<file path="config.mk">
export PLATFORM = sky130hd
export DESIGN_NAME = frame_scheduler
export DESIGN_NICKNAME = d
export VERILOG_FILES = /design/src/rtl/frame_sched_pkg.sv /design/src/rtl/frame_scheduler_clear_counter.sv /design/src/rtl/frame_scheduler.sv
export SDC_FILE = /design/constraint.sdc
export NUM_CORES = 1
export LEC_CHECK = 0
export CORE_ASPECT_RATIO = 1.5
export CORE_UTILIZATION = 44
export DETAILED_ROUTE_END_ITERATION = 10
export GPL_TIMING_DRIVEN = 0
export PLACE_DENSITY = 0.83
export SLEW_MARGIN = 30
export SYNTH_ARGS = -nofsm -noshare
export SYNTH_HDL_FRONTEND = slang
export SYNTH_SLANG_ARGS = --single-unit
export TNS_END_PERCENT = 20
</file>
<file path="constraint.sdc">
create_clock -name clk_in -period 3.75 [get_ports clk_in]
set_clock_uncertainty 0.05 [all_clocks]
set_input_delay 0.75 -clock clk_in [delete_from_list [all_inputs] [get_ports clk_in]]
set_output_delay 0.75 -clock clk_in [all_outputs]
set_load 0.005 [all_outputs]
</file>
<file path="src/rtl/frame_sched_pkg.sv">
// Shared types and constants for the frame scheduler: FSM state encoding and the far-depth clear value.
package frame_sched_pkg;

    typedef enum logic [2:0] {
        IDLE      = 3'd0,
        CLEAR     = 3'd1,
        DRAW      = 3'd2,
        DRAIN     = 3'd3,
        WAIT_SWAP = 3'd4
    } state_t;

    // Wide all-ones value; truncating it to any depth width yields the farthest depth.
    localparam int unsigned FAR_DEPTH_MAX_WIDTH = 64;
    localparam logic [FAR_DEPTH_MAX_WIDTH-1:0] FAR_DEPTH = '1;

endpackage

</file>
<file path="src/rtl/frame_scheduler_clear_counter.sv">
// Loadable up-counter that saturates at a run-time terminal value; drives the clear sweep and the drain count.
module clear_counter #(
    parameter int unsigned WIDTH = 4
) (
    input  logic             clk,
    input  logic             rst,
    input  logic             load,
    input  logic [WIDTH-1:0] load_value,
    input  logic             en,
    input  logic [WIDTH-1:0] term,
    output logic [WIDTH-1:0] count,
    output logic             done_c
);

    assign done_c = (count == term);

    always_ff @(posedge clk) begin
        if (rst) begin
            count <= '0;
        end else if (load) begin
            count <= load_value;
        end else if (en && !done_c) begin
            count <= count + WIDTH'(1);
        end
    end

endmodule

</file>
<file path="src/rtl/frame_scheduler.sv">
// Per-frame sequencer in front of depth_writer: clear, draw, drain, swap on vsync.
// Optional macro FRAME_OVERRUN_EN enables the sticky overrun flag for ignored frame starts.
module frame_scheduler
    import frame_sched_pkg::*;
#(
    parameter int unsigned FB_ADDR_WIDTH   = 17,
    parameter int unsigned FB_BIT_WIDTH    = 16,
    parameter int unsigned DEPTH_BIT_WIDTH = 16,
    parameter int unsigned FB_SIZE         = 57600,
    parameter logic [FB_BIT_WIDTH-1:0] CLEAR_COLOR = '0,
    parameter int unsigned PIPE_DEPTH      = 4
) (
    input  logic                       clk_in,
    input  logic                       rst_in,
    input  logic                       frame_start_in,
    input  logic                       vsync_in,
    input  logic                       raster_valid_in,
    input  logic [FB_ADDR_WIDTH-1:0]   raster_addr_in,
    input  logic [FB_BIT_WIDTH-1:0]    raster_color_in,
    input  logic [DEPTH_BIT_WIDTH-1:0] raster_depth_in,
    input  logic                       raster_done_in,
    output logic                       raster_ready_out,
    output logic                       raster_start_out,
    output logic                       drawing_out,
    output logic                       fb_we_out,
    output logic                       dp_we_out,
    output logic                       dp_re_out,
    output logic                       fb_front_out,
    output logic [FB_ADDR_WIDTH-1:0]   fb_write_out,
    output logic [FB_ADDR_WIDTH-1:0]   dp_write_out,
    output logic [FB_BIT_WIDTH-1:0]    fb_value_out,
    output logic [DEPTH_BIT_WIDTH-1:0] dp_value_out,
    output logic                       display_sel_out,
    output logic                       busy_out,
    output logic                       frame_done_out,
    output logic                       overrun_out
);

    localparam int unsigned CLR_W = (FB_SIZE > 1) ? $clog2(FB_SIZE) : 1;
    localparam int unsigned DRN_W = (PIPE_DEPTH > 1) ? $clog2(PIPE_DEPTH) : 1;
    localparam int unsigned CNT_W = (CLR_W > DRN_W) ? CLR_W : DRN_W;
    localparam logic [DEPTH_BIT_WIDTH-1:0] FAR = DEPTH_BIT_WIDTH'(FAR_DEPTH);

    state_t state, state_next;

    logic                       cnt_load;
    logic [CNT_W-1:0]           cnt_load_value;
    logic                       cnt_en;
    logic [CNT_W-1:0]           cnt_term;
    logic [CNT_W-1:0]           cnt;
    logic                       cnt_done;

    logic                       wr_next;
    logic                       drawing_next;
    logic                       dp_re_next;
    logic [FB_ADDR_WIDTH-1:0]   addr_next;
    logic [FB_BIT_WIDTH-1:0]    color_next;
    logic [DEPTH_BIT_WIDTH-1:0] depth_next;
    logic                       ready_next;
    logic                       start_next;
    logic                       frame_done_next;

    clear_counter #(.WIDTH(CNT_W)) u_counter (
        .clk        (clk_in),
        .rst        (rst_in),
        .load       (cnt_load),
        .load_value (cnt_load_value),
        .en         (cnt_en),
        .term       (cnt_term),
        .count      (cnt),
        .done_c     (cnt_done)
    );

    always_ff @(posedge clk_in) begin
        if (rst_in) begin
            state <= IDLE;
        end else begin
            state <= state_next;
        end
    end

    // Next state plus the values the output registers take at this edge.
    always_comb begin
        state_next      = state;
        cnt_load        = 1'b0;
        cnt_load_value  = '0;
        cnt_en          = 1'b0;
        cnt_term        = CNT_W'(FB_SIZE - 1);
        wr_next         = 1'b0;
        drawing_next    = 1'b0;
        dp_re_next      = 1'b0;
        addr_next       = '0;
        color_next      = '0;
        depth_next      = '0;
        ready_next      = 1'b0;
        start_next      = 1'b0;
        frame_done_next = 1'b0;

        case (state)
            IDLE: begin
                // Address 0 is issued on the accepting edge; the counter resumes from 1.
                if (frame_start_in) begin
                    state_next     = CLEAR;
                    wr_next        = 1'b1;
                    color_next     = CLEAR_COLOR;
                    depth_next     = FAR;
                    cnt_load       = 1'b1;
                    cnt_load_value = CNT_W'(1);
                end
            end
            CLEAR: begin
                wr_next    = 1'b1;
                addr_next  = FB_ADDR_WIDTH'(cnt);
                color_next = CLEAR_COLOR;
                depth_next = FAR;
                cnt_en     = 1'b1;
                if (cnt_done) begin
                    state_next = DRAW;
                end
            end
            DRAW: begin
                ready_next = !raster_done_in;
                start_next = !raster_ready_out;
                if (raster_valid_in && raster_ready_out) begin
                    wr_next      = 1'b1;
                    drawing_next = 1'b1;
                    dp_re_next   = 1'b1;
                    addr_next    = raster_addr_in;
                    color_next   = raster_color_in;
                    depth_next   = raster_depth_in;
                end
                if (raster_done_in) begin
                    state_next = DRAIN;
                    cnt_load   = 1'b1;
                end
            end
            DRAIN: begin
                cnt_term = CNT_W'(PIPE_DEPTH - 1);
                cnt_en   = 1'b1;
                if (cnt_done) begin
                    state_next = WAIT_SWAP;
                end
            end
            WAIT_SWAP: begin
                if (vsync_in) begin
                    frame_done_next = 1'b1;
                    if (frame_start_in) begin
                        state_next = CLEAR;
                        cnt_load   = 1'b1;
                    end else begin
                        state_next = IDLE;
                    end
                end
            end
            default: begin
                state_next = IDLE;
            end
        endcase
    end

    always_ff @(posedge clk_in) begin
        if (rst_in) begin
            raster_ready_out <= 1'b0;
            raster_start_out <= 1'b0;
            drawing_out      <= 1'b0;
            fb_we_out        <= 1'b0;
            dp_we_out        <= 1'b0;
            dp_re_out        <= 1'b0;
            fb_front_out     <= 1'b0;
            fb_write_out     <= '0;
            dp_write_out     <= '0;
            fb_value_out     <= '0;
            dp_value_out     <= '0;
            display_sel_out  <= 1'b0;
            busy_out         <= 1'b0;
            frame_done_out   <= 1'b0;
        end else begin
            raster_ready_out <= ready_next;
            raster_start_out <= start_next;
            drawing_out      <= drawing_next;
            fb_we_out        <= wr_next;
            dp_we_out        <= wr_next;
            dp_re_out        <= dp_re_next;
            fb_front_out     <= wr_next & ~display_sel_out;
            fb_write_out     <= addr_next;
            dp_write_out     <= addr_next;
            fb_value_out     <= color_next;
            dp_value_out     <= depth_next;
            display_sel_out  <= display_sel_out ^ frame_done_next;
            busy_out         <= (state_next != IDLE);
            frame_done_out   <= frame_done_next;
        end
    end

`ifdef FRAME_OVERRUN_EN
    logic ignored_start;

    assign ignored_start = frame_start_in &&
                           ((state == CLEAR) || (state == DRAW) || (state == DRAIN) ||
                            ((state == WAIT_SWAP) && !vsync_in));

    always_ff @(posedge clk_in) begin
        if (rst_in) begin
            overrun_out <= 1'b0;
        end else if (ignored_start) begin
            overrun_out <= 1'b1;
        end
    end
`else
    assign overrun_out = 1'b0;
`endif

endmodule

</file>
==> reports/qor.yml <==
timing:
  tns_ns: 0
  relSlewSlack_pct: 49.6
  maxSlewViolCount: 0
  report.final.setup_viol: 0
  max_freq_ghz: 0.406
  period_share_pct: 65.7
  tightest_slew_ns: 0.750
  layout_setup_ws_ns: 1.29
  min_period_ns: 2.46
  finalHoldViolations: 0
  rsz0062_at_grt: "no"
layout:
  insertedDiodeCount: 0
  syn_to_final_growth_pct: 55.0
  stdcell_count: 516
  drive_gt1_share_pct: 9.73
  final_nets: 494
  fin_util_pct: 71.3
  fillCellCount: 485
  regArea_sq_um: 1520
  multi_input_area_sq_um: 1110
setup_path:
  critPathLaunch: "frame_start_in"
  cp_num_buf_inv: 2
  required_ns: 4.00
  slowest_delay_ns: 0.52
  cp_slowest_cell: "or4_1"
  path_class: "primary input to flop"
  end_kind: "flop"
  r2r-start: "u_counter.count[5]"
  critPathArrivalTime_ns: 2.72
  cp_top_family: "simple AND/OR/NAND/NOR gates"
  path_max_fanout: 6
  crit_chain: "clkdlybuf4s50_1, mux2_4, a32o_2, or2_0, clkbuf_2, or4_1, nand2_1"
  cp-start-kind: "primary input"
die:
  die_w_um: 67.8
  core-area_sq_um: 6220
  die-area_sq_um: 6840
  start_util_pct: 46.0
  placementRows: 35
  die_h_um: 101
  io_pins: 132
synthesis:
  ys_ff_latch: 76
  synth_largest_area_cell: "dfxtp_1"
  ys_seq_area_share_pct: 53.2
  ys_warn_count: 0
  synth.avg_cell_area_sq_um: 9.60
  synth.distinct_cells: 43
  synth_nets: 354
  synth-edff-count: 0
  synth_area_leaders: "dfxtp_1 53%, buf_4 5.2%, a22oi_1 4.2%, nor2_1 4.2%, o21a_1 4.2%"
  synth_top_area_share_pct: 53.2
  synth_cells: 298
  syn_area_sq_um: 2860
  ys.flop_type: "dfxtp_1"
  async_flop_share_pct: 0
clock_network:
  numCtsBuffers: 9
  cts_setup_buffers: 0
  path_clk_slew_ns: 0.08
  holdBufCountCts: 0
  clk_latency_ns: 0.35
  cts_resized: 0
  cts.sinks: 76
  cts_root_buf: "clkbuf_8"
  clockBufferDepth: 2
  cts_tree: "built"
  ctsHtreeMaxLevel: 3
detailed_routing:
  drt_iter0_drc: 96
  detail_route.wl_per_cell_um: 14.2
  via_count: 2682
  via_per_inst: 5.20
  drt-total-wl_um: 7350
  dr.pass1.iters: 5
  drc: 0
  postRouteAntennaNets: 0
flow_run:
  drv_cap: 0
power:
  comb_power_share_pct: 10.9
  p_int_mw: 1.24
  pwr-share-clk_pct: 37.5
  switching_share_pct: 23.5
  p_per_area_nw_per_um2: 366
  p_total_mw: 1.62
  switchingPower_mw: 0.381
  p_seq_share_pct: 51.6
  ir_drop_uv: 321
  leakage_nw: 1.66
global_routing:
  grt_util_met2_pct: 40.4
  grt_util_all_layers_pct: 22.5
  grt_first_pass_wirelength_um: 11400
  antenna_found_initial: 0
  grt_max_degree: 14
  grt_overflow: 0
  met1_usage_pct: 22.2
  grt.busiest_layer: "met2"
  grtUsageMet3_pct: 6.56
  first_global_vias: 2527
placed_design:
  place_hpwl_um: 5670
  detailedPlace.worstSlack_ns: 0.937
  placedCellCount: 501
  portBuffers: 129
  gp_congestion: 0.859
min_path:
  hold_start: "raster_ready_out"
  hp-class: "flop to flop"
status:
  status: "finished, final reports clean"
[final timing paths]
check                       endpoint  slack [ns]  cells past startpoint
setup / recovery  u_counter.count[4]        1.29                      7
hold / removal      raster_start_out        0.41                      1
setup reg to reg  u_counter.count[7]        1.46                      6
hold reg to reg     raster_start_out        0.41                      1
[sequential cells by signal, indices dropped and copies added (netlist names), 3 cells and up]
name / cells
dp_value_out: 16
dp_write_out: 17
fb_value_out: 16
state: 3
u_counter.count: 16
[layout by cell type (no fill, tap or decap), types with 10 or more instances in the layout]
cell type / count
and2_1: 18
clkbuf_1: 10
buf_4: 20
a22oi_1: 16
nand2_1: 11
o21ai_0: 10
a21oi_1: 12
clkdlybuf4s50_1: 129
dfxtp_1: 76
nand3_1: 12
nor2_1: 32
o21a_1: 16
[metal layers]
layer	vias to the layer above	wire (um)
met1	1232	2630
met2	120	4000
li1	1308	-
met3	22	454
met5	-	0
met4	0	269
[power groups by stage]
stage | clock, mW | sequential [mW] | combinational [mW]
5_1_grt | 0.643 | 0.839 | 0.191
4_1_cts | 0.611 | 0.837 | 0.178
2_1_floorplan | 0 | 0.857 | 0.0625
3_5_place_dp | 0 | 0.856 | 0.176
6_report | 0.608 | 0.836 | 0.177
3_3_place_gp | 0 | 0.855 | 0.173
[kinds of logic (layout without fill, tap and decap cells)]
logic type	after synthesis	after routing	synth area share, %
AND/OR/NAND/NOR	109	109	20.0
buffers and inverters	38	182	8.00
adder cells (fa/ha/maj)	1	1	0.437
other	1	1	0.131
AO/OA/AOI/OAI	66	66	15.9
XOR/XNOR	6	6	1.84
multiplexers	1	1	0.525
flip-flops	76	76	53.2
[final cells by class]
class / count / share of cell area (%)
buffer: 34 / 4.83
clock buffer: 9 / 2.79
clock inverter: 6 / 1.47
inverter: 4 / 0.339
multi-input combinational: 184 / 25.1
sequential: 76 / 34.3
tap: 74 / 2.09
timing repair buffer: 129 / 29.1
[Yosys cell counts, drive strengths merged, types with 2 or more instances]
cell and n:
and4 3, or3 9, a21o 2, o21a 16
nand3 12, buf 23, o21ai 10, xor2 5
nor2b 3, nor4 4, nand4 6, nand2 11
and2 18, clkbuf 11, and3 4, nor2 32
a22oi 16, a21oi 12, inv 4, nor3 2
nand3b 2, dfxtp 76
[stage by stage]
| stage | instance area, sq um | hold slack [ns] |
|---|---|---|
| floorplan | 2860 | 0.379 |
| global placement | 4250 | 0.371 |
| CTS | 4430 | 0.417 |
| detailed placement | 4250 | 0.396 |
| global route | 4430 | 0.431 |
| finish | 4430 | 0.413 |
[worst register-to-register path: cells and delay by family (launching register included)]
family          cells  cell delay [ns]
buf+inv             1             0.36
flops               1             0.35
compound gates      3             0.80
simple gates        2             0.66
No activity file was read; power rests on OpenSTA's default activity.
